$ cat config.mk
export PLATFORM = sky130hd
export DESIGN_NAME = serial_enable_sequencer
export DESIGN_NICKNAME = d
export VERILOG_FILES = /design/src/rtl/serial_enable_sequencer.sv
export SDC_FILE = /design/constraint.sdc
export NUM_CORES = 1
export LEC_CHECK = 0
export ABC_AREA = 1
export CORE_AREA = 8 8 49 51
export DETAILED_ROUTE_END_ITERATION = 6
export DIE_AREA = 0 0 57 59
export PLACE_DENSITY = 0.79
export SYNTH_ARGS = -nofsm -noshare
export SYNTH_HDL_FRONTEND = slang
export SYNTH_SLANG_ARGS = --single-unit
$ cat constraint.sdc
create_clock -name clk_i -period 4.2 [get_ports clk_i]
set_input_delay 0.42 -clock clk_i [delete_from_list [all_inputs] [get_ports clk_i]]
set_output_delay 0.42 -clock clk_i [all_outputs]
set_load 0.02 [all_outputs]
$ cat src/rtl/serial_enable_sequencer.sv
// serial_enable_sequencer: drives a per-bit-enabled capture register.
// Accepts a WIDTH-bit word over valid/ready, then shifts it out LSB
// first on d_out_o with a one-hot en_o pulse per bit slot.
// Ports:
//   clk_i       sole clock, posedge
//   rst_n_i     synchronous active-low reset
//   in_data_i   word to write, sampled on handshake
//   in_valid_i  in_data_i valid
//   in_ready_o  sequencer can accept a word
//   en_o        one-hot per-bit enable (en_o[k] -> downstream En(k+1))
//   d_out_o     serial data (0 whenever en_o is 0)
//   busy_o      sequence in progress
//   done_o      one-cycle pulse in the first idle cycle after a sequence
// Optional feature (macro SEQ_SKIP_UNCHANGED_EN): keep a shadow of the
// downstream register and suppress enables for bits that would not change.
module serial_enable_sequencer #(
   parameter int WIDTH = 5
) (
   input  logic             clk_i,
   input  logic             rst_n_i,
   input  logic [WIDTH-1:0] in_data_i,
   input  logic             in_valid_i,
   output logic             in_ready_o,
   output logic [WIDTH-1:0] en_o,
   output logic             d_out_o,
   output logic             busy_o,
   output logic             done_o
);

   localparam int IW = (WIDTH > 1) ? $clog2(WIDTH) : 1;

   typedef enum logic {
      IDLE,
      SHIFT
   } state_e;

   state_e           state_q;
   logic [WIDTH-1:0] word_q;
   logic [IW-1:0]    idx_q;
   logic [WIDTH-1:0] en_q;
   logic             d_q;
   logic             rdy_q;
   logic             busy_q;
   logic             done_q;

   // Slot that will be presented in the cycle after the coming edge.
   logic [WIDTH-1:0] slot_word;
   logic [IW-1:0]    slot_idx;
   logic             slot_bit;
   logic             slot_on;
   logic [WIDTH-1:0] slot_en;
   logic             load;
   logic             last;

   always_comb begin
      slot_word = word_q;
      slot_idx  = idx_q + IW'(1);
      if (state_q == IDLE) begin
         slot_word = in_data_i;
         slot_idx  = '0;
      end
      slot_bit = slot_word[slot_idx];
      slot_en  = '0;
      if (slot_on) begin
         slot_en = WIDTH'(1) << slot_idx;
      end
      last = (state_q == SHIFT) && (idx_q == IW'(WIDTH - 1));
      load = ((state_q == IDLE) && in_valid_i && rdy_q)
           || ((state_q == SHIFT) && !last);
   end

`ifdef SEQ_SKIP_UNCHANGED_EN
   logic [WIDTH-1:0] shadow_q;
   logic             shadow_vld_q;

   assign slot_on = !shadow_vld_q || (slot_bit != shadow_q[slot_idx]);

   // Shadow only becomes trustworthy once a full sequence has landed;
   // an aborted sequence leaves it invalid so the next word writes all bits.
   always_ff @(posedge clk_i) begin
      if (!rst_n_i) begin
         shadow_q     <= '0;
         shadow_vld_q <= 1'b0;
      end else begin
         if (load && slot_on) begin
            shadow_q[slot_idx] <= slot_bit;
         end
         if (last) begin
            shadow_vld_q <= 1'b1;
         end
      end
   end
`else
   assign slot_on = 1'b1;
`endif

   always_ff @(posedge clk_i) begin
      if (!rst_n_i) begin
         state_q <= IDLE;
         word_q  <= '0;
         idx_q   <= '0;
         en_q    <= '0;
         d_q     <= 1'b0;
         rdy_q   <= 1'b0;
         busy_q  <= 1'b0;
         done_q  <= 1'b0;
      end else begin
         unique case (state_q)
            IDLE: begin
               done_q <= 1'b0;
               if (load) begin
                  word_q  <= in_data_i;
                  idx_q   <= '0;
                  en_q    <= slot_en;
                  d_q     <= slot_on & slot_bit;
                  rdy_q   <= 1'b0;
                  busy_q  <= 1'b1;
                  state_q <= SHIFT;
               end else begin
                  rdy_q <= 1'b1;
               end
            end
            SHIFT: begin
               if (last) begin
                  en_q    <= '0;
                  d_q     <= 1'b0;
                  rdy_q   <= 1'b1;
                  busy_q  <= 1'b0;
                  done_q  <= 1'b1;
                  state_q <= IDLE;
               end else begin
                  idx_q <= slot_idx;
                  en_q  <= slot_en;
                  d_q   <= slot_on & slot_bit;
               end
            end
         endcase
      end
   end

   assign in_ready_o = rdy_q;
   assign en_o       = en_q;
   assign d_out_o    = d_q;
   assign busy_o     = busy_q;
   assign done_o     = done_q;

endmodule

==> reports/metrics.yaml <==
post_cts_resized: 0
maxCapViolations: 0
cts_tree: "built"
grt_pass1_vias: 735
vias: 786
synth-seq-cells: 18
outcome: "finished clean"
post_cts_buffers: 0
cp-start-kind: "register"
critPathMaxStageDelay_ns: 0.61
peakVddDrop_mv: 0.277
path_cells: "clkdlybuf4s50_1"
start_util_pct: 50.2
htreeDepth: 1
synth_commonest_cells: "30 x nand2_1, 20 x nor2_1, 18 x dfxtp_1, 8 x a21oi_1, 8 x o21ai_0"
syn2layout_area_growth_pct: 24.9
avgSynthCellArea_um2: 7.34
core-area_um2: 1650
place_hpwl_um: 1420
layout-drive-gt1-share_pct: 12.1
setup_viol: 0
max_freq_mhz: 591
p_per_area_nw_per_um2: 369
max_slew_margin_pct: 64.2
antenna_found_initial: 0
synth-main-ff-cell: "dfxtp_1"
end_kind: "primary output"
cts.sinks: 18
dieArea_um2: 3360
p_leak_nw: 0.428
numCtsBuffers: 3
synth_enable_flop_cells: 0
cp.required_ns: 3.78
timing.final.ws_setup_ns: 2.51
ctsHoldBuffers: 0
reg2reg_depth: 7
path_class: "register to primary output"
slowest_stage: "clkdlybuf4s50_1"
timing.final.crit_share_pct: 40.3
num_rows: 15
fin_setup_tns_ns: 0
netlist_area_um2: 830
final_hold_viol_count: 0
grt_pass1_wl_um: 3130
worst_path_dominant_cell_family: "buffers and inverters"
tightestPinTransition_ns: 0.536
nFillCells: 162
fin_area_um2: 1040
whs_path_depth: 2
cts-root-buf: "clkbuf_4"
ys_top_cells_by_area: "dfxtp_1 43%, nand2_1 14%, nor2_1 9.0%"
synth_fp_nets: 123
async_flop_share_pct: 0
hold_path_class: "register to register"
io_pins: 17
wl_per_cell_um: 12.7
drt-total-wl_um: 1890
grt_overflow_total: 0
io_buffer_count: 16
yosysMostFrequentCell: "nand2_1"
dieHeight_um: 59
die_w_um: 57
critical_path_peak_fanout: 3
drtIter0Drc: 16
drc: 0
postRouteAntennaNets: 0
dpl_cell_area_um2: 1000
critPathBufInv: 1
final_max_slew_viol_count: 0
worst-path-stages: 1
grt_max_degree: 12
seq_area_frac_synth_pct: 43.4
yosys.area.top_type_share_pct: 43.4
finClkSkew_ns: 0.00378
drtPass1Iterations: 4
clockBufferDepth: 2
antennaDiodeCount: 0
vias_per_cell: 5.28
pre_cts_ws_ns: 2.56
clk_pin_slew_ns: 0.10
ys_types: 18
finalNetCount: 143
ys_warn_count: 0
yosys.area.top_type: "dfxtp_1"
rsz0062_at_grt: "no"
clkLatencyLatePin_ns: 0.30
syn_inst: 113
gp_congestion: 0.817
crit_arrival_ns: 1.27
grt_usage_pct: 11.4
min_period_ns: 1.69
final cells by class:
cell class	instances	area, um^2	area share [%]
clock buffer	4	36.3	3.50
inverter	9	33.8	3.26
multi-input combinational	85	424	40.9
sequential	18	360	34.8
tap	17	21.3	2.05
timing repair buffer	16	160	15.5
metrics by stage:
step | hold slack [ns] | instances | power (mW) | util, %
2_1_floorplan | 0.455 | 113 | 0.248 | -
3_3_place_gp | 0.459 | 145 | 0.273 | 60.5
3_5_place_dp | 0.458 | 145 | 0.275 | 60.5
4_1_cts | 0.473 | 149 | 0.381 | 62.7
5_1_grt | 0.489 | 149 | 0.399 | 62.7
6_report | 0.473 | 149 | 0.382 | 62.7
report_power, final:
part / total (mW) / internal (mW) / switching (mW)
Clock: 0.110 / 0.0529 / 0.0572
Combinational: 0.0785 / 0.0318 / 0.0467
Sequential: 0.194 / 0.182 / 0.0111
Total: 0.382 / 0.267 / 0.115
state kept, by name, indices dropped and copies added (netlist names):
name,count
state_q,1
en_o,5
d_out_o,1
word_q,5
done_o,1
in_ready_o,1
busy_o,1
idx_q,3
cells by family after synthesis:
logic type	Yosys count	share of synthesized area [%]
compound gates	20	13.0
flops	18	43.4
buf+inv	10	5.43
fa+ha+maj	2	3.02
simple gates	63	35.1
per-layer routing:
| metal | track usage (%) | vias to the layer above | share of wire [%] |
|---|---|---|---|
| met1 | 14.3 | 351 | 48 |
| met3 | 2.15 | 9 | 4.4 |
| met2 | 17.4 | 24 | 44 |
| met5 | 0 | - | 0 |
| li1 | - | 402 | - |
| met4 | 7.05 | 0 | 3.7 |
final timing paths:
path / to / start / slack [ns]
max: in_ready_o / in_ready_o / 2.51
min: en_o[2] / en_o[2] / 0.47
max reg2reg: en_o[0] / idx_q[0] / 2.58
min reg2reg: en_o[2] / en_o[2] / 0.47
cell usage in the layout (no fill, tap or decap):
master,n
a21oi_1,8
a22oi_1,1
a31oi_1,1
clkbuf_4,3
clkbuf_8,1
clkdlybuf4s50_1,16
dfxtp_1,18
ha_1,2
inv_1,6
inv_2,3
nand2_1,30
nand2_4,4
nand3_1,5
nor2_1,20
nor2_2,2
nor2_4,1
nor3_2,1
o21ai_0,8
o21ai_1,1
o21ai_2,1
Note: power is estimated with default switching activity, not from simulation.
